<file path="src/rtl/dmem_responder_pkg.sv">
// Shared types and constants for the data-memory responder.
// No logic; state encoding, word width and byte-lane count only.
// Imported by dmem_responder and dmem_array.
package dmem_responder_pkg;

    localparam int DMEM_DATA_W = 32;
    localparam int NUM_LANES   = DMEM_DATA_W / 8;

    typedef enum logic [1:0] {
        ST_IDLE = 2'd0,
        ST_WAIT = 2'd1,
        ST_RESP = 2'd2
    } state_e;

endpackage

</file>
<file path="src/rtl/dmem_array.sv">
// Word storage with a byte-lane synchronous write port and a combinational read port.
// Latency: write lands on the clock edge, read is same-cycle.
// Backpressure: none; the caller qualifies we_i.
module dmem_array
    import dmem_responder_pkg::*;
#(
    parameter int DATA_W = DMEM_DATA_W,
    parameter int DEPTH  = 32,
    parameter int IDX_W  = 5
) (
    input  logic                 clk,
    input  logic                 we_i,
    input  logic [NUM_LANES-1:0] be_i,
    input  logic [IDX_W-1:0]     idx_i,
    input  logic [DATA_W-1:0]    wdata_i,
    output logic [DATA_W-1:0]    rdata_o
);

    logic [DATA_W-1:0] mem_q [DEPTH];

    // Contents are deliberately not reset.
    always_ff @(posedge clk) begin
        if (we_i) begin
            for (int i = 0; i < NUM_LANES; i++) begin
                if (be_i[i]) begin
                    mem_q[idx_i][8*i +: 8] <= wdata_i[8*i +: 8];
                end
            end
        end
    end

    assign rdata_o = mem_q[idx_i];

endmodule

</file>
<file path="src/rtl/dmem_responder.sv">
// Load/store responder: one request at a time, access after WAIT_CYCLES, then a held response.
// Latency: response visible WAIT_CYCLES+1 cycles after the accept cycle.
// Backpressure: rsp_ready low freezes RESP; req_ready is low outside IDLE.
module dmem_responder
    import dmem_responder_pkg::*;
#(
    parameter int DATA_W      = DMEM_DATA_W,
    parameter int DEPTH       = 32,
    parameter int WAIT_CYCLES = 1
) (
    input  logic                 clk,
    input  logic                 rst,
    input  logic                 req_valid,
    output logic                 req_ready,
    input  logic                 req_we,
    input  logic [31:0]          req_addr,
    input  logic [NUM_LANES-1:0] req_be,
    input  logic [DATA_W-1:0]    req_wdata,
    output logic                 rsp_valid,
    input  logic                 rsp_ready,
    output logic [DATA_W-1:0]    rsp_rdata,
    output logic                 rsp_err
);

    localparam int IDX_W = (DEPTH > 1) ? $clog2(DEPTH) : 1;
    localparam int CNT_W = (WAIT_CYCLES > 0) ? $clog2(WAIT_CYCLES + 1) : 1;
    localparam logic [CNT_W-1:0] CNT_LAST = CNT_W'((WAIT_CYCLES > 0) ? WAIT_CYCLES - 1 : 0);

    state_e               state_q, state_d;
    logic [CNT_W-1:0]     cnt_q, cnt_d;
    logic                 we_q, we_d;
    logic [31:0]          addr_q, addr_d;
    logic [NUM_LANES-1:0] be_q, be_d;
    logic [DATA_W-1:0]    wdata_q, wdata_d;
    logic [DATA_W-1:0]    rdata_q, rdata_d;
    logic                 err_q, err_d;

    logic                 do_access;
    logic                 acc_we;
    logic [31:0]          acc_addr;
    logic [NUM_LANES-1:0] acc_be;
    logic [DATA_W-1:0]    acc_wdata;
    logic [IDX_W-1:0]     acc_idx;
    logic                 acc_err;
    logic [DATA_W-1:0]    mem_rdata;

    // With WAIT_CYCLES=0 the access happens on the accept edge, so it must use the live inputs.
    assign acc_we    = (state_q == ST_IDLE) ? req_we    : we_q;
    assign acc_addr  = (state_q == ST_IDLE) ? req_addr  : addr_q;
    assign acc_be    = (state_q == ST_IDLE) ? req_be    : be_q;
    assign acc_wdata = (state_q == ST_IDLE) ? req_wdata : wdata_q;
    assign acc_idx   = acc_addr[IDX_W+1:2];
    assign acc_err   = ((acc_addr >> (IDX_W + 2)) != 32'd0)
                    || ({{(32-IDX_W){1'b0}}, acc_idx} >= 32'(DEPTH));

    dmem_array #(
        .DATA_W (DATA_W),
        .DEPTH  (DEPTH),
        .IDX_W  (IDX_W)
    ) u_array (
        .clk     (clk),
        .we_i    (do_access && acc_we && !acc_err),
        .be_i    (acc_be),
        .idx_i   (acc_idx),
        .wdata_i (acc_wdata),
        .rdata_o (mem_rdata)
    );

    always_comb begin
        state_d   = state_q;
        cnt_d     = cnt_q;
        we_d      = we_q;
        addr_d    = addr_q;
        be_d      = be_q;
        wdata_d   = wdata_q;
        rdata_d   = rdata_q;
        err_d     = err_q;
        do_access = 1'b0;
        case (state_q)
            ST_IDLE: begin
                if (req_valid) begin
                    we_d    = req_we;
                    addr_d  = req_addr;
                    be_d    = req_be;
                    wdata_d = req_wdata;
                    if (WAIT_CYCLES == 0) begin
                        state_d   = ST_RESP;
                        do_access = 1'b1;
                    end else begin
                        state_d = ST_WAIT;
                        cnt_d   = '0;
                    end
                end
            end
            ST_WAIT: begin
                if (cnt_q == CNT_LAST) begin
                    state_d   = ST_RESP;
                    do_access = 1'b1;
                end else begin
                    cnt_d = cnt_q + CNT_W'(1);
                end
            end
            ST_RESP: begin
                if (rsp_ready) begin
                    state_d = ST_IDLE;
                    rdata_d = '0;
                    err_d   = 1'b0;
                end
            end
            default: state_d = ST_IDLE;
        endcase
        if (do_access) begin
            err_d   = acc_err;
            rdata_d = (acc_we || acc_err) ? '0 : mem_rdata;
        end
    end

    always_ff @(posedge clk or negedge rst) begin
        if (!rst) begin
            state_q <= ST_IDLE;
            cnt_q   <= '0;
            we_q    <= 1'b0;
            addr_q  <= '0;
            be_q    <= '0;
            wdata_q <= '0;
            rdata_q <= '0;
            err_q   <= 1'b0;
        end else begin
            state_q <= state_d;
            cnt_q   <= cnt_d;
            we_q    <= we_d;
            addr_q  <= addr_d;
            be_q    <= be_d;
            wdata_q <= wdata_d;
            rdata_q <= rdata_d;
            err_q   <= err_d;
        end
    end

    assign req_ready = (state_q == ST_IDLE);
    assign rsp_valid = (state_q == ST_RESP);
    assign rsp_rdata = rdata_q;
    assign rsp_err   = err_q;

endmodule

</file>
<file path="config.mk">
export PLATFORM = sky130hd
export DESIGN_NAME = dmem_responder
export DESIGN_NICKNAME = d
export VERILOG_FILES = /design/src/rtl/dmem_responder_pkg.sv /design/src/rtl/dmem_array.sv /design/src/rtl/dmem_responder.sv
export SDC_FILE = /design/constraint.sdc
export NUM_CORES = 1
export LEC_CHECK = 0
export CAP_MARGIN = 20
export CORE_MARGIN = 2
export CORE_UTILIZATION = 40
export DETAILED_ROUTE_END_ITERATION = 8
export HOLD_SLACK_MARGIN = 0.06
export SLEW_MARGIN = 0
export SYNTH_ARGS = -nofsm -noshare
export SYNTH_HDL_FRONTEND = slang
export SYNTH_SLANG_ARGS = --single-unit
</file>
<file path="constraint.sdc">
create_clock -name clk -period 4.64 [get_ports clk]
set_input_delay 0.928 -clock clk [delete_from_list [all_inputs] [get_ports clk]]
set_output_delay 0.928 -clock clk [all_outputs]
set_load 0.02 [all_outputs]
</file>
* Yosys cells after proc, flatten, opt, wreduce, memory -nomap -nowiden *
Memory sizes are Yosys's and may differ from the RTL's.
Cells that the tools add are included.

word-level totals
  memories kept = 1
  bits in latches = 0
  memory bits (read-only) = 0
  bits in writable memories = 1024
  register bits = 105
  input bits = 73

operators by class
  equality and inequality tests = 5
  reductions and logical operators = 13
  bitwise operators = 0
  add/subtract/negate cells = 1
  $lt $le $gt $ge = 0
  div/mod/pow operators = 0
  shift operators = 0
  mux-type cells = 32
  multiply operators = 0

memory list
  memory         words  bits a word  rd ports  clocked after Yosys merged registers in  wr ports  line              source
  u_array.mem_q  32     32           1         0                                        1         dmem_array.sv:19  logic [DATA_W-1:0] mem_q [DEPTH];

operators by type and width
  cell                 count
  $mux 32              6
  $reduce_bool 32->1   1
  $mux 1               20
  $mux 2               3
  $pmux 2 s3           1
  $reduce_and 2->1     3
  $reduce_bool 2->1    3
  $mux 4               1
  $ne 2x2->1 const B   2
  $reduce_and 3->1     1
  $eq 2x1->1 const B   1
  $eq 2x2->1 const B   1
  $logic_and 1x1->1    2
  $logic_not 2->1      1
  $ne 2x1->1 const B   1
  $pmux 1 s2           1
  $add 1x1->1 const B  1
  $logic_not 1->1      1
  $logic_or 1x1->1     1

* Logic depth before layout (Yosys ltp) *
Gate-level depths: netlist of run 1.

  depth in word-level cells = 7
  mapped depth = 13

* Cells and area by module *
From an unflattened synthesis of run 1, not the netlist that was laid out.

second synthesis, totals
  cells, all modules = 2565
  area, all modules = 44164.9 sq um

by module, submodules not included
  module          instances  area an instance (sq um)  cells an instance
  dmem_array      1          39562.9                   2198
  dmem_responder  1          4601.9                    367

* Least setup slack after synthesis of run 1 *
Ideal clock, no wire load.

  path kind = register to register
  start = register state_q[0]
  end = memory u_array.mem_q[0][16] in the netlist's numbering, enable pin
  path slack = 1.386 ns
  arrival = 2.870 ns
  cell stages (with the launch flop) = 13
  path buffers = 4
  data required time = 4.257 ns
  path through = dfrtp_1 > inv_1 > ha_1 > buf_6 > buf_6 > buf_6 > nor4b_2 > nand4_1 > o22ai_2 > and3b_1 > nand2_1 > clkbuf_1 > nor3_1

between the ends
  longest elaborated chain between the ends = 7

RTL lines
  item                          line                   source
  start, declared               dmem_responder.sv:29   state_e state_q, state_d;
  start signal, assigned        dmem_responder.sv:129  state_q <= state_d;
  $logic_not 2->1 (*)           --
  via req_ready                 dmem_responder.sv:14   output logic req_ready,
  $mux 32                       dmem_responder.sv:49   assign acc_addr = (state_q == ST_IDLE) ? req_addr : addr_q;
  $reduce_bool 32->1            dmem_responder.sv:53   assign acc_err = ((acc_addr >> (IDX_W + 2)) != 32'd0)
  $logic_not 1->1               dmem_responder.sv:62   .we_i (do_access && acc_we && !acc_err),
  $logic_and 1x1->1             dmem_responder.sv:62
  $mux 1                        dmem_array.sv:23       if (we_i) begin
  $mux 1 (implied by the code)  dmem_array.sv:26       mem_q[idx_i][8*i +: 8] <= wdata_i[8*i +: 8];
  end, declared                 dmem_array.sv:19

The timed path passes the listed nets; every way through them passes the cells marked *.

* Final worst setup path of run 1 *
  start = register state_q[0]
  end = output port req_ready

between the ends
  longest elaborated chain between the ends = 1

RTL lines
  item             line                   source
  $logic_not 2->1  dmem_responder.sv:140  assign req_ready = (state_q == ST_IDLE);
  end, declared    dmem_responder.sv:14

No other way between the ends.

==> results list, run 1 <==
* Outcome: finished clean
- Total placed cells including tap cells: 4803
- Before antenna repair, the detailed router went through 5 iterations.
- First-pass GRT wire length: between 150000 and 200000 um
* Worst clock skew: between 0.02 and 0.025 ns
- After clock tree synthesis, the clock-pin slew on the worst setup and hold paths is roughly 0.06 ns.
- TritonCTS built the clock tree.
- The core region is between 0.1 and 0.15 sq mm.
* Core utilization of the finished layout: roughly 47%
- Clock sink count: about 1100
- The number of cells on the worst reg-to-reg path is 9.
* Detailed-route vias per instance: about 5.5
* Transition time at the pin with the least slew margin: around 1.1 ns
- IR analysis of the VDD net gives a maximum drop of 0.608 mV.
- In this run the tightest slew margin relative to its limit is approximately 26%.
- Asr flop ratio synth: 9.06%
* Synthesized instance count: 3206
- Summing internal, switching and leakage power gives around 33000 uW.
- Derived from the worst setup path, the maximum achievable clock frequency is 276 MHz.
- Register area share after synthesis: around 74%
- Pin count of the biggest net entering global routing: between 100 and 150
* WL final: between 100000 and 150000 um
- The worst register-to-register path has a setup slack of 1.04 ns.
- Ratio of final minimum period to clock period: about four fifths
- After detailed routing, the average wire length per cell comes to about 24 um.
* Post-route non-filler standard cell count: roughly 5000
* Most repeated cell in the gate-level netlist after synthesis: sky130_fd_sc_hd__edfxtp_1
* Hold buffer count at CTS: 0
- At the end of the flow, the number of nets in the layout was around 3500.
- In the synthesized netlist, the cells that appear most often are sky130_fd_sc_hd__edfxtp_1, sky130_fd_sc_hd__nand2_1, sky130_fd_sc_hd__nand3_1.
* Post-synth EDFFs: 1024
- The first routing iteration left between 2000 and 2500 violations.
- Type of the worst setup path: flip-flop to primary output
- The area growth from synthesis to layout is 17.1%.
- At the end of routability-driven placement, the weighted congestion stood at between 0.7 and 0.8.
* Post-route antenna net violation count: 0
* Final Hold Fails: 0
* Post-synth top area cell: sky130_fd_sc_hd__edfxtp_1
* Combined global-route utilization of all metal layers: 20.3%
* Unrepaired setup endpoints after global routing: false
- Count of buffers inserted at the top-level ports: 105
* Max Slew Vio Count: 0
* Startpoint types: flip-flop
* Post-synthesis average cell area: around 14 sq um
* Critical-path maximum fanout: 25
- During synthesis, Yosys emitted a total of 0 warnings.
- Distinct cell type count after synthesis: 58
* CP cell instances: inv_1 > ha_4 > buf_4 > clkdlybuf4s50_1
- The die is about 340 um wide.
- Half-perimeter wire length after detailed placement: ~71000 um
- End of the worst register-to-register path: rsp_rdata[6]
- By area the synthesized netlist is led by sky130_fd_sc_hd__edfxtp_1, sky130_fd_sc_hd__nand2_1, sky130_fd_sc_hd__dfrtp_1.
* Setup total negative slack: 0 ns
* Number of levels in the clock H-tree: 3
- For the finished layout, the period the worst path requires is roughly 3.6 ns.
- Class of the tightest hold or removal check: input pin to asynchronous set/reset pin
- The number of nets in the synthesized netlist is 3282.
- Residual DRC: 0
* Netlist area before placement: between 0.04 and 0.05 sq mm
- At the later pin of the worst-skew pair, clock insertion delay measures ~0.7 ns.
* Num ports: 108
* Total of max-cap violations: 0
* Number of flip-flops and latches in the synthesized netlist: roughly 1100
* Highest-delay cell along the critical path: sky130_fd_sc_hd__clkdlybuf4s50_1
* Clock root buffer master: sky130_fd_sc_hd__clkbuf_16
- Number of global-route vias before repair: ~27000
- In this design, the stage delay of the slowest critical-path cell is 0.67 ns.
- In this run the biggest area consumer among cell types represents slightly below 70% of the synthesized area.
- The number of clock buffers added by TritonCTS is around 110.
* Number of buffers between clock root and the deepest sink: 3
- Total of cells resized after clock tree synthesis: 0
- At the worst endpoint, the required time is between 3 and 4 ns.
* Reg-to-reg startpoint: state_q[0]
* Leakage Power: roughly 0.018 uW
* Worst EP arrival: about 2.7 ns
- The final route contains approximately 27000 vias.
- Die H: 338 um
- Global-route congestion overflow total: 0
* Layout cell share with drive strength beyond 1: roughly 16%
- The worst setup path is captured at a primary output.
- Ratio of total power to cell area: 628 mW/mm^2
- For this run, the leading register cell type out of synthesis is sky130_fd_sc_hd__edfxtp_1.
* Starting utilization of the core area: slightly above 40%
* Row count: 122
- Final setup violation count: 0
* Number of buffers inserted by post-CTS setup repair: 0
- The initial antenna violation count is 5.
* Area of the die: around 0.11 sq mm
## state kept, by name, indices dropped and copies added (netlist names)
signal	count
we_q	1
state_q	2
wdata_q	32
rsp_rdata	32
rsp_err	1
u_array.mem_q	1024
be_q	4
addr_q	30
## power by group
part / switching [uW] / internal [uW] / total [uW]
registers: 185 / 13000 / 13200
clock network: 3810 / 5300 / 9110
logic: 7680 / 2880 / 10600
## worst max-delay path, delay by kind of cell, from the launching register on
family                   cells  cell delay, ns
buffers and inverters        3            1.18
adder cells (fa/ha/maj)      1            0.42
flip-flops                   1            0.40
## routing by layer
metal  vias up  share of wire [%]  global-route usage, %  routed length (um)
li1      12500                  -                      -                   -
met1     13900                 43                   28.5               51300
met2       931                 48                   33.2               56600
met3       165                6.7                   3.08                7920
met4        10                2.1                   5.06                2460
met5         -              0.057                      0                  68
## how the worst max path moves through the flow
stage                                        to        start
after detailed placement   u_array.mem_q[22][6]  req_addr[9]
after floorplan            u_array.mem_q[0][16]   state_q[0]
after CTS                  u_array.mem_q[22][2]   state_q[0]
after global routing              rsp_rdata[23]   state_q[0]
after global placement    u_array.mem_q[19][17]  req_addr[2]
final                                 req_ready   state_q[0]
## per-stage QoR
stage | cell area, sq um | setup WS, ns | hold WS (ns)
floorplan | 44700 | 1.39 | 0.475
global route | 52300 | 0.823 | 0.250
finish | 52300 | 1.02 | 0.217
global placement | 48500 | 0.506 | 0.474
detailed placement | 48600 | 0.505 | 0.482
CTS | 52300 | 0.927 | 0.221
## cell type report
cell class / count / area, sq um
clock buffers: 164 / 3210
clock inverters: 48 / 522
diodes: 3 / 7.51
multi-input cells: 1857 / 10500
well taps: 1488 / 1860
flip-flops and latches: 1126 / 33300
repair buffers: 332 / 2930
fillers: 9720 / 58500
inverters: 4 / 15.0
## cells by family (layout without fill, tap and decap cells)
kind of cell / Yosys count / count (layout) / share of synthesized area [%]
other: 0 / 3 / 0
AND/OR/NAND/NOR: 1362 / 1362 / 13.5
multiplexers: 180 / 180 / 4.92
adder cells (fa/ha/maj): 3 / 3 / 0.0840
AO/OA/AOI/OAI: 312 / 312 / 4.61
buffers and inverters: 223 / 548 / 2.37
flip-flops: 1126 / 1126 / 74.5
## layout by cell type (no fill, tap or decap), drive strengths merged, types with 6 or more instances in the layout
cell	count
nor2	15
o22a	6
mux2i	56
nor4	57
a32o	33
inv	6
nand3	334
a31oi	7
mux2	105
nand2	769
mux4	19
a21oi	144
nand4	20
a221oi	7
clkdlybuf4s50	104
buf	226
nor3	138
bufinv	9
a22o	22
dfrtp	102
edfxtp	1024
o21a	14
clkinv	35
a32oi	13
o22ai	42
clkbuf	166
o21ai	17
Power figures use the tool's default switching activity.
==> run 2: changes to the inputs <==
==> constraint.sdc (replaced) <==
create_clock -name clk -period 3.1 [get_ports clk]
set_input_delay 0.62 -clock clk [delete_from_list [all_inputs] [get_ports clk]]
set_output_delay 0.62 -clock clk [all_outputs]
set_load 0.02 [all_outputs]
==> run 2 against run 1 <==
Compared with the run above: first-iteration DRC count is 9.0% higher; global-route usage up 0.44 points; sequential power up 50%; clock power rose by 54%; critical endpoint is now rsp_rdata[10]; largest cell class unchanged; largest power group unchanged; highest routed layer unchanged.
==> results list, run 2 (synthesis results as in run 1) <==
* Initial DRT Pass Iterations: 7 (was 5)
- The cell area after layout is 0.0546 sq mm (was 0.0523 sq mm).
- WL final: 121000 um (was 118000 um)
- The maximum VDD drop came to 0.846 mV (was 0.608 mV).
- The routed via count is 28300 (was 27500).
* Class of the tightest hold or removal check: flip-flop to flip-flop (was input pin to asynchronous set/reset pin)
- Detailed-route vias per instance: 5.44 (was 5.47)
* Total of max-cap violations: 0 (unchanged)
- The detailed-placement wirelength estimate came to 76400 um (was 71200 um).
- WL per Instance: 23.2 um (was 23.6 um)
- Number of fillers in the final layout: 9579 (was 9720)
* Pin count of the biggest net entering global routing: 55 (was 126)
- The post-detailed-route DRC marker count is 0 (unchanged).
- Clock transition at the registers of the reported paths: 0.06 ns (about the same)
- The CTS sink count is 1126 (unchanged).
- The endpoint arrival time on the critical path was 3.60 ns (was 2.70 ns).
- Reg2reg path depth: 11 (was 9)
- Reg-to-reg startpoint: state_q[1] (was state_q[0])
- Peak clock frequency supported by timing: 334 MHz
* First-pass GRT wire length: 180000 um (was 175000 um)
* Combined global-route utilization of all metal layers: 20.7% (was 20.3%)
- The placed standard-cell area came to 0.0507 sq mm (was 0.0486 sq mm).
- The longest individual stage delay on the worst path was 0.49 ns (was 0.67 ns).
* Post-route antenna net violation count: 0 (unchanged)
* End of the worst register-to-register path: rsp_rdata[10] (was rsp_rdata[6])
* Core region area: 0.111 sq mm (unchanged)
- Critical Path Stages: 11 (was 4)
* Clk Latency, worst-skew pair: 0.70 ns (was 0.69 ns)
* Count of buffers inserted at the top-level ports: 105 (unchanged)
- The I/O pin count is 108 (unchanged).
- Startpoint types: flip-flop (unchanged)
- The total power per unit cell area was 949 mW/mm^2 (was 628 mW/mm^2).
- The number of setup violations in the final report came to 0 (unchanged).
- The share of cells above drive strength 1 came to 21.2% (was 15.7%).
- The last weighted congestion value of the routability-driven placer is 0.803 (was 0.786).
- Critical path's most frequent cell: sky130_fd_sc_hd__buf_12
* Most frequent standard cell in the layout excluding fill and tap cells: sky130_fd_sc_hd__edfxtp_1 (unchanged)
* Time the final worst path needs with I/O delays and setup: 3.00 ns
- The overall overflow remaining after global route is 0 (unchanged).
- The vertical die dimension is 338 um (unchanged).
- Most frequent cells in the layout: sky130_fd_sc_hd__edfxtp_1, sky130_fd_sc_hd__nand2_1, sky130_fd_sc_hd__buf_4 (was sky130_fd_sc_hd__edfxtp_1, sky130_fd_sc_hd__nand2_1, sky130_fd_sc_hd__nand3_1).
- Final Hold Fails: 0 (unchanged)
* Clock root buffer master: sky130_fd_sc_hd__clkbuf_16 (unchanged)
* Layout-stage area growth over the synthesis result: 22.2% (was 17.1%)
- The dominant delay contributor by cell family on the critical path is buffers and inverters (unchanged).
* Worst slew margin: 45.9% (was 25.9%)
* Type of the worst setup path: flip-flop to flip-flop (was flip-flop to primary output)
- CP cell instances: inv_1 > ha_4 > buf_4 > mux2_8 > buf_12 > nand2_4 > buf_12 > o22ai_1 > o21a_1 > nor4_1 > a22o_1 (was inv_1 > ha_4 > buf_4 > clkdlybuf4s50_1).
* Nature of the critical path endpoint: flip-flop (was primary output)
* Most flop-heavy register: u_array.mem_q (unchanged)
- The number of antenna cells inserted was 0 (was 3).
* Unrepaired setup endpoints after global routing: true (was false)
- Ratio of final minimum period to clock period: between 90% and 100%
- The clock tree skew after final layout came to 0.0295 ns (was 0.0222 ns).
* Max Slew Vio Count: 0 (unchanged)
* Leakage Power: 0.0192 uW (was 0.0180 uW)
- The transition at the pin with the smallest max-transition slack came to 0.811 ns (was 1.11 ns).
* Area of the die: 0.114 sq mm (unchanged)
- Number of buffers between clock root and the deepest sink: 3 (unchanged)
* Number of buffers added by the clock tree synthesis step: 113 (was 112)
- The maximum net fanout on the critical path is 17 (was 25).
- The die extent in x was 338 um (unchanged).
- Highest-delay cell along the critical path: sky130_fd_sc_hd__nor4_1 (was sky130_fd_sc_hd__clkdlybuf4s50_1)
* Row count: 122 (unchanged)
- The number of flip-flops in the largest register is 1024 (unchanged).
- Outcome: finished clean (unchanged)
- Critical path destination: rsp_rdata[10] (was req_ready)
- Number of DRC markers in iteration 0: 2634 (was 2417)
- The launching instance or port of the critical path is state_q[1] (was state_q[0]).
- The worst endpoint required time was 3.71 ns (about the same).
- Worst reg-to-reg setup slack: 0.10 ns (was 1.04 ns)
- The number of global-route vias before repair was 27700 (was 27000).
- The clock tree from TritonCTS was yes (unchanged).
* Starting utilization of the core area: 40.3% (unchanged)
- The total negative setup slack is 0 ns (unchanged).
* Initial antenna violation count: 4 (was 5)
- The number of levels in the clock H-tree was 3 (unchanged).
* Number of nets in the finished design: 3693 (was 3509)
- The critical path buffer and inverter count is 4 (was 3).
run 2: cell count changes in the layout (fill, tap and decap cells not counted), sizes merged:
| cell | delta |
|---|---|
| buf | +184 |
| dlygate4sd3 | +1 |
| clkinvlp | +2 |
| diode | -3 |
| clkinv | +17 |
| bufinv | +6 |
| clkbuf | -27 |
| inv | +3 |
run 2: worst min-delay path by stage:
stage | to | from | depth (start not counted)
5_1_grt | wdata_q[26] | wdata_q[26] | 1
3_5_place_dp | wdata_q[26] | wdata_q[26] | 1
4_1_cts | wdata_q[18] | wdata_q[18] | 1
6_report | wdata_q[30] | wdata_q[30] | 1
2_1_floorplan | addr_q[10] | rst | 0
3_3_place_gp | rsp_err | rsp_err | 2
run 2: what timing repair did:
item / in CTS / in global routing
hold buffers: 1 / 0
endpoints found under the setup margin: 5 / 58
buffers inserted: 1 / 2
gates resized for setup: 3 / 8
endpoints found under the hold margin: 53 / 0
pin swaps: 1 / 0
run 2: final cells by class:
cell class	count	area [sq um]	area share (%)
Clock buffer	139	3030	5.54
Clock inverter	76	807	1.48
Inverter	4	15.0	0.0275
Multi-Input combinational cell	1857	10700	19.6
Sequential cell	1126	33300	61.0
Tap cell	1488	1860	3.41
Timing Repair Buffer	515	4890	8.96
run 2: per-layer routing:
layer / up-vias / GRT usage (%) / wire length [um]
met5: - / 0 / 34
met4: 6 / 5.06 / 2530
met3: 169 / 3.07 / 7930
met2: 979 / 33.7 / 57700
met1: 14300 / 29.4 / 52400
li1: 12800 / - / -
run 2: where the power goes:
part           internal [uW]  switching [uW]  leakage [uW]  total (uW)
Combinational           6070           12000       0.00687       18100
Clock                   8190            5810       0.00190       14000
Sequential             19500             273        0.0105       19800
Total                  33700           18100        0.0192       51900
run 2: stage by stage:
stage	worst slack (ns)	hold slack (ns)	util [%]	total power, uW	instances
final	0.103	0.500	49.3	51900	5205
after global routing	-0.0126	0.507	49.3	54100	5205
after CTS	0.0244	0.503	49.2	52100	5203
after detailed placement	-0.241	0.489	45.7	38100	4986
after global placement	-0.224	0.465	45.7	37900	4986
after floorplan	-0.154	0.324	-	29700	3206
